<file path="src/rtl/data_capture_fifo.sv">
// data_capture_fifo
//   Buffers {address, data} result pairs from the 2-bit data/select stage
//   in a small first-word-fall-through FIFO. Both sides use a valid/ready
//   handshake. This lets a slow consumer drain results without losing any.
//
// Ports
//   clk, rst             rising-edge clock; synchronous active-high reset
//   in_valid/in_ready    producer handshake (in_ready = !full)
//   in_d, in_a           result data and its address tag
//   out_valid/out_ready  consumer handshake (out_valid = !empty)
//   out_d, out_a         head entry; driven to 0 while empty
//   count                occupancy 0..DEPTH
//   full, empty          occupancy flags
//
// Every status output is decoded from registered state only. As a result,
// no combinational path runs from in_valid or out_ready to an output.
module data_capture_fifo #(
  parameter int DEPTH  = 4,
  parameter int DATA_W = 2,
  parameter int ADDR_W = 2
) (
  input  logic                       clk,
  input  logic                       rst,
  input  logic                       in_valid,
  output logic                       in_ready,
  input  logic [DATA_W-1:0]          in_d,
  input  logic [ADDR_W-1:0]          in_a,
  output logic                       out_valid,
  input  logic                       out_ready,
  output logic [DATA_W-1:0]          out_d,
  output logic [ADDR_W-1:0]          out_a,
  output logic [$clog2(DEPTH):0]     count,
  output logic                       full,
  output logic                       empty
);

  localparam int PTR_W = $clog2(DEPTH);
  localparam int CNT_W = PTR_W + 1;

  typedef struct packed {
    logic [ADDR_W-1:0] a;
    logic [DATA_W-1:0] d;
  } entry_t;

  entry_t             mem [DEPTH];
  logic [PTR_W-1:0]   wr_ptr, rd_ptr;
  logic [CNT_W-1:0]   cnt;
  logic               push, pop;

  assign full      = (cnt == CNT_W'(DEPTH));
  assign empty     = (cnt == '0);
  assign in_ready  = !full;
  assign out_valid = !empty;
  assign count     = cnt;

  // A push is blocked while full, even if a pop happens in the same cycle.
  // in_ready comes only from the registered count.
  assign push = in_valid & in_ready;
  assign pop  = out_valid & out_ready;

  // The pointers wrap by natural overflow because DEPTH is a power of 2.
  always_ff @(posedge clk) begin
    if (rst) begin
      wr_ptr <= '0;
      rd_ptr <= '0;
      cnt    <= '0;
    end else begin
      if (push) wr_ptr <= wr_ptr + PTR_W'(1);
      if (pop)  rd_ptr <= rd_ptr + PTR_W'(1);
      case ({push, pop})
        2'b10:   cnt <= cnt + CNT_W'(1);
        2'b01:   cnt <= cnt - CNT_W'(1);
        default: cnt <= cnt;
      endcase
    end
  end

  // Storage is not reset. Its contents cannot be seen until they are written.
  always_ff @(posedge clk) begin
    if (!rst && push) mem[wr_ptr] <= '{a: in_a, d: in_d};
  end

  // Fall-through head. It is masked while empty so stale data never leaks out.
  entry_t head;
  always_comb begin
    head = '0;
    if (!empty) head = mem[rd_ptr];
  end

  assign out_d = head.d;
  assign out_a = head.a;

endmodule

</file>
<file path="config.mk">
export PLATFORM = sky130hd
export DESIGN_NAME = data_capture_fifo
export DESIGN_NICKNAME = d
export VERILOG_FILES = /design/src/rtl/data_capture_fifo.sv
export SDC_FILE = /design/constraint.sdc
export NUM_CORES = 1
export LEC_CHECK = 0
export ABC_AREA = 0
export BUFFER_PORTS_ARGS = -buffer_cell sky130_fd_sc_hd__buf_2
export CAP_MARGIN = 30
export CORE_MARGIN = 2
export CORE_UTILIZATION = 48
export DETAILED_ROUTE_END_ITERATION = 10
export PLACE_DENSITY = 0.73
export SYNTH_ARGS = -nofsm -noshare
export SYNTH_HDL_FRONTEND = slang
export SYNTH_SLANG_ARGS = --single-unit
</file>
<file path="constraint.sdc">
create_clock -name clk -period 2.3 [get_ports clk]
set_clock_uncertainty 0.05 [all_clocks]
set_input_delay 0.575 -clock clk [delete_from_list [all_inputs] [get_ports clk]]
set_output_delay 0.575 -clock clk [all_outputs]
set_load 0.02 [all_outputs]
</file>
# [Word level (Yosys, flattened, before mapping)]
# Memory sizes are Yosys's and may differ from the RTL's. A register that Yosys moved wholly into a read port is not among the register bits.
# Cells that the tools add are included.
[classes] n_addsub=4 n_eq_ne=3 mux=6 n_bitwise=2 n_reduce_logical=6
[ops] op="$pmux W3 S2" n=1
[ops] op="$add A2 B1 Y2 const B" n=2
[ops] op="$mux W2" n=2
[ops] op="$mux W4" n=1
[ops] op="$add A3 B1 Y3 const B" n=1
[ops] op="$eq A3 B3 Y1 const B" n=1
[ops] op="$logic_not A1 Y1" n=3
[ops] op="$logic_not A3 Y1" n=1
[ops] op="$sub A3 B1 Y3 const B" n=1
[ops] op="$and A1 B1 Y1" n=2
[ops] op="$eq A2 B1 Y1 const B" n=1
[ops] op="$eq A2 B2 Y1 const B" n=1
[ops] op="$mux W1" n=2
[ops] op="$reduce_bool A2 Y1" n=1
[ops] op="$logic_and A1 B1 Y1" n=1
[totals] regBits=7 ramBits=16 in_bits=8 out_inout_bits=11 elab_cells=25 memories=1
[mem_list] name="mem" words=4 width=4 rd=1 rd_clocked_by_memory_dff=1 wr=1 line_no="45" source="entry_t mem [DEPTH];"

# [Depth between registers and ports, before layout]
# Gate-level depths: netlist (run 1).
[depth] word_depth=6 ltp_mapped=9 ltp_nobuf=8

# [Worst setup path before layout (run 1)]
# Ideal clock, no wire load.
[synth_path] path_type="flip-flop to flip-flop" from="reg cnt[2], in the netlist count[2]" to="reg cnt[2], in the netlist count[2]" setup_ns=0.071 t_arrival_ns=2.405 t_required_ns=2.179 setup_slack_ns=-0.226 path_stages_with_launch=10 path_buffers=1 period_less_slack_ns=2.526 path_cell_list="dfxtp_1 > or3b_1 > buf_6 > nand2_1 > ha_1 > inv_1 > fa_1 > xor2_1 > or3_2 > a21oi_1"
[synth_via] elab_chain_len=5 elab_cells_between_ends=12 cone_classes="add/sub: 2; eq/ne: 3; mux: 1; bitwise: 2; reduce/logical: 4"
[synth_rtl] item="from (decl)" line_no="47" source="logic [CNT_W-1:0] cnt;"
[synth_rtl] item="from (signal assigned)" line_no="71" source="2'b10: cnt <= cnt + CNT_W'(1);"
[synth_rtl] item="from (signal assigned)" line_no="72" source="2'b01: cnt <= cnt - CNT_W'(1);"
[synth_rtl] item="from (signal assigned)" line_no="73" source="default: cnt <= cnt;"
[synth_rtl] item="$eq A3 B3 Y1 (*)" line_no="50" source="assign full = (cnt == CNT_W'(DEPTH));"
[synth_rtl] item="$logic_not A1 Y1 (*)" line_no="52" source="assign in_ready = !full;"
[synth_rtl] item="named net in_ready" line_no="25" source="output logic in_ready,"
[synth_rtl] item="$and A1 B1 Y1 (*)" line_no="58" source="assign push = in_valid & in_ready;"
[synth_rtl] item="$eq A2 B1 Y1 or $eq A2 B2 Y1 (tied branches)" line_no="70" source="case ({push, pop})"
[synth_rtl] item="$pmux W3 S2 or $reduce_bool A2 Y1 (tied branches)"
# Mark *: on every way through the listed nets, which the timed path passes. The rest lies on a longest branch.
# A chain may end at the register's enable or synchronous reset.

# [Worst setup path in the final report (run 1)]
[layout_path] from="reg cnt[0], in the netlist count[0]" to="reg cnt[2], in the netlist count[2]"
[layout_via] elab_chain_len=5 elab_cells_between_ends=12 cone_classes="add/sub: 2; eq/ne: 3; mux: 1; bitwise: 2; reduce/logical: 4"
[layout_rtl] item="$eq A3 B3 Y1 or $logic_not A3 Y1 (tied branches)" line_no="50, 51"
[layout_rtl] item="$logic_not A1 Y1, on equally long branches"
[layout_rtl] item="$and A1 B1 Y1, on equally long branches" line_no="58, 59"
[layout_rtl] item="$eq A2 B1 Y1 or $eq A2 B2 Y1 (tied branches)" line_no="70"
[layout_rtl] item="$pmux W3 S2 or $reduce_bool A2 Y1 (tied branches)"
# Several ways; a longest one is shown, not always the timed one.

==> impl_metrics.yaml, run 1 <==
floorplan:
  start_util: 0.502
  core_area_um2: 2170
  die_y_um: 51.7
  die-area_um2: 2670
  rows: 17
  die_w_um: 51.7
  pin_count: 19
finish:
  final_cell_mix: "buf_2 (18), edfxtp_1 (16), inv_1 (8)"
  syn2layout_area_growth_pct: 20.9
  layout_commonest_cell: "buf_2"
  diodes: 0
  nets: 121
  fin_cells: 134
  nFillCells: 176
  layout-drive-gt1-share: 0.406
setup_path:
  cp_max_fo: 6
  critical_path_class: "reg2reg"
  start_kind: "flip-flop"
  cp.arrival_ps: 2430
  crit_required_ps: 2510
  cp_cell_sequence: "or3b_4 > nand2_4 > ha_4 > inv_1 > fa_2 > xor2_1 > or3_2 > a21oi_1"
  slowest_stage: "or3b_4"
  crit_path_end_kind: "flip-flop"
  cpPeakStageDelay_ps: 410
route:
  wl_per_cell_um: 12.7
  met3_length_um: 57
  drc: 0
  routed.top_layer: "met4"
  wirelength_um: 1700
  dr_wl_met2_um: 816
  via_count: 669
  firstDrtPassIters: 4
  routed_via_density: 4.99
  route.layer.met1.wl_um: 779
  drtIter0Drc: 11
  antenna_left: 0
global_route:
  grt_overflow: 0
  first_global_vias: 605
  grt_max_degree: 15
  grt_pass1_wl_um: 2670
  track_usage: 0.147
  antenna_found_initial: 0
clock_network:
  cts_htree_levels: 1
  clkLatencyLatePin_ps: 320
  ctsLongestPathBuffers: 2
  cts_root_buffer: "clkbuf_4"
  cts_hold_buf: 0
  cts_inserted_buffers: 3
  clock_sinks: 25
  cts.clk_slew.worst_paths_ps: 130
  tritoncts: "yes"
sta:
  max_freq_mhz: 452
  setup_viol: 0
  finalHoldViolCount: 0
  fin_crit_sh: 0.962
  slew_headroom: 0.744
  grt_setup_unrepaired: "no"
  fin_setup_tns_ps: 0
  finalCriticalPeriod_ps: 2210
  tightestPinTransition_ps: 381
  maxSlewViolCount: 0
run_status:
  status: "finished, final reports clean"
yosys:
  syn_inst: 79
  netlist_area_um2: 1090
  ys_seq_area_frac: 0.606
  synth_edf_count: 16
  ys.flop_type: "edfxtp_1"
  async_flop_share: 0
  yosysWarnings: 0
  avgSynthCellArea_um2: 13.8
  ys_seq_elements: 25
  post_synth_num_cell_types: 23
  syn-num-nets: 93
power_and_ir_drop:
  powerDensity_nw_per_um2: 1100
  p_leak_nw: 0.536
  ir_drop_uv: 798
place:
  io_buffers: 18
  gp_congestion: 0.776
  dp_hpwl_um: 1310
  dpl.cell_count: 130
job:
  drv_cap: 0
min_path:
  hold_path.class: "in2reg"
area by class of cell:
| cell class | instances | area (um2) | share of cell area |
|---|---|---|---|
| inverter | 8 | 30.0 | 0.0228 |
| tap | 28 | 35.0 | 0.0266 |
| clock buffer | 3 | 22.5 | 0.0171 |
| multi-input combinational | 44 | 409 | 0.311 |
| sequential | 25 | 673 | 0.511 |
| timing repair buffer | 25 | 143 | 0.108 |
| clock inverter | 1 | 5.00 | 0.00380 |
where the power goes:
part | switching [mW] | total [mW] | internal, mW
Sequential | 0.0663 | 0.621 | 0.555
Combinational | 0.348 | 0.640 | 0.292
Clock | 0.123 | 0.188 | 0.0652
Total | 0.537 | 1.45 | 0.912
critical path: cells and delay by family (launching register included):
family | cells | cell delay (ps)
and+or+nand+nor | 3 | 910
AOI/OAI and AO/OA | 1 | 130
adders and majority gates | 2 | 470
buffers and inverters | 1 | 50
DFF | 1 | 390
xor gates and xnor gates | 1 | 150
worst paths after layout:
check	startpoint	to	slack (ps)	cells past startpoint
max reg2reg	count[0]	count[2]	90	8
min	in_a[1]	mem[0][3]	420	1
min reg2reg	rd_ptr[1]	flip-flop	470	2
max	count[0]	count[2]	90	8
synthesized netlist by cell type, drive strengths merged (3+ instances only):
cell type   n  area [um2]
edfxtp     16         480
dfxtp       9         180
inv         8        30.0
a21oi       5        28.8
ha          5        62.6
nor2        5        18.8
and2b       4        30.0
mux4        4        90.1
nor3b       4        30.0
xor2        3        26.3
through the flow:
| step | hold slack [ps] | util | instance area, um2 | power [mW] | worst slack (ps) |
|---|---|---|---|---|---|
| final | 416 | 0.607 | 1320 | 1.45 | 88.0 |
| after global routing | 411 | 0.607 | 1320 | 1.55 | 9.69 |
| after CTS | 410 | 0.606 | 1320 | 1.47 | 47.7 |
| after detailed placement | 456 | 0.593 | 1290 | 1.27 | 74.0 |
| after global placement | 424 | 0.593 | 1290 | 1.26 | 117 |
| after floorplan | 409 | - | 1120 | 1.07 | 30.9 |
cells by family after synthesis:
| logic type | after synthesis | share of synthesized area |
|---|---|---|
| multiplexers | 4 | 0.0827 |
| buffers and inverters | 10 | 0.0413 |
| XOR/XNOR | 3 | 0.0241 |
| adder cells (fa/ha/maj) | 6 | 0.0758 |
| flip-flops | 25 | 0.606 |
| AND/OR/NAND/NOR | 21 | 0.114 |
| AO/OA/AOI/OAI | 10 | 0.0563 |
registers in the layout (all words and copies together) (netlist names), named ones only:
register  flops
rd_ptr        2
count         3
mem          16
wr_ptr        2
repair_timing:
action                     CTS  global route
setup endpoints to repair    4             1
setup buffers                0             0
resized for setup            1             1
metal layers:
layer,GRT usage,vias to the layer above
li1,-,338
met1,0.182,312
met2,0.231,14
met3,0.0259,5
met4,0.105,0
met5,0,-
(Power assumes the default switching activity.)
==> run 2, diff against run 1 <==
--- a/config.mk
+++ b/config.mk
@@ -8,10 +8,12 @@
 export ABC_AREA = 0
 export BUFFER_PORTS_ARGS = -buffer_cell sky130_fd_sc_hd__buf_2
 export CAP_MARGIN = 30
+export CORE_ASPECT_RATIO = 0.5
 export CORE_MARGIN = 2
-export CORE_UTILIZATION = 48
+export CORE_UTILIZATION = 40
 export DETAILED_ROUTE_END_ITERATION = 10
-export PLACE_DENSITY = 0.73
+export RECOVER_POWER = 25
+export SETUP_SLACK_MARGIN = 0.5
 export SYNTH_ARGS = -nofsm -noshare
 export SYNTH_HDL_FRONTEND = slang
 export SYNTH_SLANG_ARGS = --single-unit
==> run 2 against run 1 <==
- clock-buffer cell count unchanged
- critical path depth unchanged
- first-iteration DRC count rose to 2.5 times the previous value
- combinational power up 58%
- largest cell class unchanged
==> impl_metrics.yaml, run 2 (synthesis results as in run 1) <==
run_status:
  status: "finished, final reports clean"
finish:
  fin_util: 0.589
  top_register: "mem"
  syn2layout_area_growth_pct: 39.7
  final_area_um2: 1520
  final_cell_mix: "edfxtp_1 (16), buf_6 (14), buf_4 (10)"
  nets: 130
  layout-drive-gt1-share: 0.478
  layout_commonest_cell: "edfxtp_1"
  largest_reg_flops: 16
  nFillCells: 202
  fin_cells: 152
  diodes: 0
clock_network:
  clkLatencyLatePin_ps: 260
  cts_inserted_buffers: 3
  ctsLongestPathBuffers: 2
  tritoncts: "yes"
  cts.clk_slew.worst_paths_ps: 80
  clock_sinks: 25
  cts_root_buffer: "clkbuf_8"
  cts_htree_levels: 1
route:
  firstDrtPassIters: 3
  antenna_left: 0
  wirelength_um: 2180
  via_count: 713
  wl_per_cell_um: 14.3
  drtIter0Drc: 28
  routed_via_density: 4.69
  drc: 0
setup_path:
  r2r_slack_ps: 180
  ff2ff_path_depth: 8
  worst_r2r_startpoint: "count[0]"
  regToRegEndpoint: "count[2]"
  crit_required_ps: 2440
  crit_path_end_kind: "flip-flop"
  critical_path_class: "reg2reg"
  start_kind: "flip-flop"
  cp.arrival_ps: 2260
  cp_max_fo: 2
floorplan:
  die_y_um: 40.9
  start_util: 0.421
  pin_count: 19
  core_area_um2: 2590
  rows: 13
  die_w_um: 77.8
  die-area_um2: 3180
place:
  io_buffers: 18
  gp_congestion: 0.798
  place_area_um2: 1290
  dp_hpwl_um: 1420
  dpl.cell_count: 138
min_path:
  worstHoldStart: "rd_ptr[1]"
  holdPathEnd: "rd_ptr[1]"
  hold_path.class: "reg2reg"
  worstHoldPathCells: 2
power_and_ir_drop:
  ir_drop_uv: 659
  p_leak_nw: 0.595
  p_total_mw: 1.87
  powerDensity_nw_per_um2: 1230
sta:
  setup_viol: 0
  max_freq_mhz: 471
  finalHoldViolCount: 0
  maxSlewViolCount: 0
  slew_headroom: 0.767
  grt_setup_unrepaired: "yes"
  fin_setup_tns_ps: 0
  tightestPinTransition_ps: 347
  fin_crit_sh: 0.923
  finalCriticalPeriod_ps: 2120
global_route:
  track_usage: 0.144
  grt_pass1_wl_um: 3250
  antenna_found_initial: 0
  grt_overflow: 0
  first_global_vias: 732
  grt_max_degree: 16
job:
  drv_cap: 0
-- run 2: repair_timing --
item / 4_1_cts / 5_1_grt
buffers inserted: 8 / 2
setup endpoints to repair: 9 / 10
resized for setup: 26 / 7
endpoints found under the hold margin: 0 / 0
hold buffers: 0 / 0
pin swaps: 6 / 3
-- run 2: worst max-delay path by stage --
stage,start,endpoint
after floorplan,count[0],count[2]
after global placement,count[0],count[2]
after detailed placement,count[0],count[2]
after CTS,flip-flop,out_d[0]
after global routing,count[0],count[2]
final,count[0],count[2]
-- run 2: critical path: stages (launching register included) --
cell and delay, ps:
dfxtp_4 350, or3b_4 420, nand2_4 90, ha_4 130, inv_2 30, fa_2 340, xor2_1 160, or3_4 340
a21oi_2 140
-- run 2: through the flow --
step                worst slack [ps]  hold WS (ps)
global placement                 171           423
finish                           178           444
global route                     127           480
CTS                              191           444
detailed placement              99.4           432
floorplan                        108           409
-- run 2: power breakdown --
| part | switching (mW) | total, mW | internal (mW) |
|---|---|---|---|
| clock | 0.135 | 0.257 | 0.122 |
| sequential | 0.0495 | 0.607 | 0.557 |
| combinational | 0.479 | 1.01 | 0.532 |
-- run 2: final cells by class --
| cell class | instances | area [um2] | share of cell area |
|---|---|---|---|
| Multi-Input combinational cell | 44 | 444 | 0.292 |
| Timing Repair Buffer | 34 | 278 | 0.182 |
| Tap cell | 37 | 46.3 | 0.0304 |
| Sequential cell | 25 | 676 | 0.444 |
| Inverter | 8 | 30.0 | 0.0197 |
| Clock inverter | 1 | 7.51 | 0.00493 |
| Clock buffer | 3 | 41.3 | 0.0271 |
-- run 2: metal layers --
layer  global-route usage  share of wire  vias to the layer above
met5                    0              0                        -
met3               0.0419          0.032                        2
met2                0.284           0.53                       15
li1                     -              -                      353
met4               0.0402         0.0064                        0
met1                0.161           0.43                      343
==> run 3, diff against run 2 <==
==> constraint.sdc (replaced) <==
create_clock -name clk -period 2.27 [get_ports clk]
set_clock_uncertainty 0.05 [all_clocks]
set_input_delay 0.5675 -clock clk [delete_from_list [all_inputs] [get_ports clk]]
set_output_delay 0.5675 -clock clk [all_outputs]
set_load 0.02 [all_outputs]
==> run 3 against run 2 <==
- flip-flop and latch count unchanged
- die area did not move
- register-to-register slack about the same
- final area increased by 1.3%
- via count grew 2.7%
- final cell count up 1.3%
- sequential share of layout area shrank 0.58 points
- core utilization increased by 0.77 points
- total power increased by 2.5%
- clock power about the same
- largest cell class unchanged
- clock-buffer cell count is the same
- global-route usage fell by 0.64 points
==> impl_metrics.yaml, run 3 (synthesis results as in run 1) <==
setup_path:
  cp-endpoint: "out_a[1]"
  critical_path_class: "reg2out"
  start_kind: "flip-flop"
  cp_max_fo: 4
  crit_path_end_kind: "output port"
  cpPeakStageDelay_ps: 510
  slowest_stage: "mux4_2"
  r2r_slack_ps: 190
  crit_required_ps: 1650
  regToRegEndpoint: "count[2]"
  cp.arrival_ps: 1470
  worst_r2r_startpoint: "count[1]"
  ff2ff_path_depth: 8
  cp_cell_sequence: "mux4_2 > and2b_1 > buf_6"
min_path:
  hold_path.class: "reg2reg"
sta:
  setup_viol: 0
  maxSlewViolCount: 0
  slew_headroom: 0.840
  max_freq_mhz: 478
  layout_setup_ws_ps: 179
  finalHoldViolCount: 0
  tightestPinTransition_ps: 240
  fin_crit_sh: 0.921
  finalCriticalPeriod_ps: 2090
  grt_setup_unrepaired: "yes"
  fin_setup_tns_ps: 0
global_route:
  grt_max_degree: 16
  grt_pass1_wl_um: 3100
  antenna_found_initial: 0
  track_usage: 0.137
  first_global_vias: 713
  grt_overflow: 0
route:
  wirelength_um: 2070
  via_count: 732
  drc: 0
  wl_per_cell_um: 13.5
  antenna_left: 0
  drtIter0Drc: 13
  routed_via_density: 4.75
  firstDrtPassIters: 4
clock_network:
  ctsLongestPathBuffers: 2
  cts.clk_slew.worst_paths_ps: 90
  tritoncts: "yes"
  clkLatencyLatePin_ps: 260
  clock_sinks: 25
  cts_hold_buf: 0
  cts_root_buffer: "clkbuf_8"
  cts_htree_levels: 1
  cts_inserted_buffers: 3
floorplan:
  rows: 13
  start_util: 0.421
  die-area_um2: 3180
  core_area_um2: 2590
  pin_count: 19
  die_w_um: 77.8
  die_y_um: 40.9
finish:
  diodes: 0
  nets: 132
  multi_input_area_um2: 442
  ff_latch_area_um2: 676
  syn2layout_area_growth_pct: 41.6
  layout-drive-gt1-share: 0.479
  final_cell_mix: "edfxtp_1 (16), buf_6 (16), buf_4 (10)"
  top_register: "mem"
  largest_reg_flops: 16
  nFillCells: 218
  fin_util: 0.597
place:
  pre_cts_ws_ps: 104
  dp_hpwl_um: 1440
  gp_congestion: 0.818
  io_buffers: 18
power_and_ir_drop:
  p_leak_nw: 0.608
  powerDensity_nw_per_um2: 1250
  ir_drop_uv: 638
  p_total_mw: 1.92
run_status:
  status: "finished, final reports clean"
job:
  drv_cap: 0
-- run 3: critical path: cells and delay by family (launching register included) --
| kind | cells | cell delay, ps |
|---|---|---|
| simple gates | 1 | 180 |
| buf+inv | 1 | 130 |
| flops | 1 | 400 |
| mux | 1 | 510 |
-- run 3: area by class of cell --
type | instances | area share
Clock inverter | 1 | 0.00487
Tap cell | 37 | 0.0300
Multi-Input combinational cell | 44 | 0.286
Clock buffer | 3 | 0.0268
Sequential cell | 25 | 0.438
Timing Repair Buffer | 36 | 0.195
Inverter | 8 | 0.0195
-- run 3: through the flow --
| stage | instance area, um2 | std cells | hold slack [ps] |
|---|---|---|---|
| 6_report | 1540 | 154 | 453 |
| 5_1_grt | 1540 | 154 | 491 |
| 4_1_cts | 1500 | 152 | 459 |
| 3_5_place_dp | 1290 | 138 | 441 |
| 3_3_place_gp | 1290 | 138 | 429 |
| 2_1_floorplan | 1130 | 79 | 409 |
-- run 3: worst min-delay path by stage --
stage,depth (start not counted),slack (ps),start,end
final,2,450,rd_ptr[1],rd_ptr[1]
after global routing,2,490,rd_ptr[1],flip-flop
after CTS,2,460,rd_ptr[1],flip-flop
after detailed placement,2,440,rd_ptr[1],flip-flop
after global placement,2,430,rd_ptr[1],rd_ptr[1]
after floorplan,2,410,rd_ptr[1],flip-flop
-- run 3: repair_timing --
| action | 4_1_cts | 5_1_grt |
|---|---|---|
| pin swaps | 7 | 2 |
| setup endpoints to repair | 10 | 10 |
| resized for setup | 25 | 9 |
| gates cloned | 0 | 0 |
| buffers inserted | 10 | 2 |
-- run 3: routing by layer --
metal,up-vias,global-route usage,wire length [um]
met5,-,0,0
li1,355,-,-
met1,359,0.135,806
met3,4,0.0374,50
met2,14,0.306,1190
met4,0,0.0357,27
-- run 3: report_power, final --
group          leakage (nW)  switching, mW  internal, mW
clock                0.0217          0.135         0.124
combinational         0.365          0.474         0.570
sequential            0.222         0.0552         0.565
total                 0.608          0.664          1.26
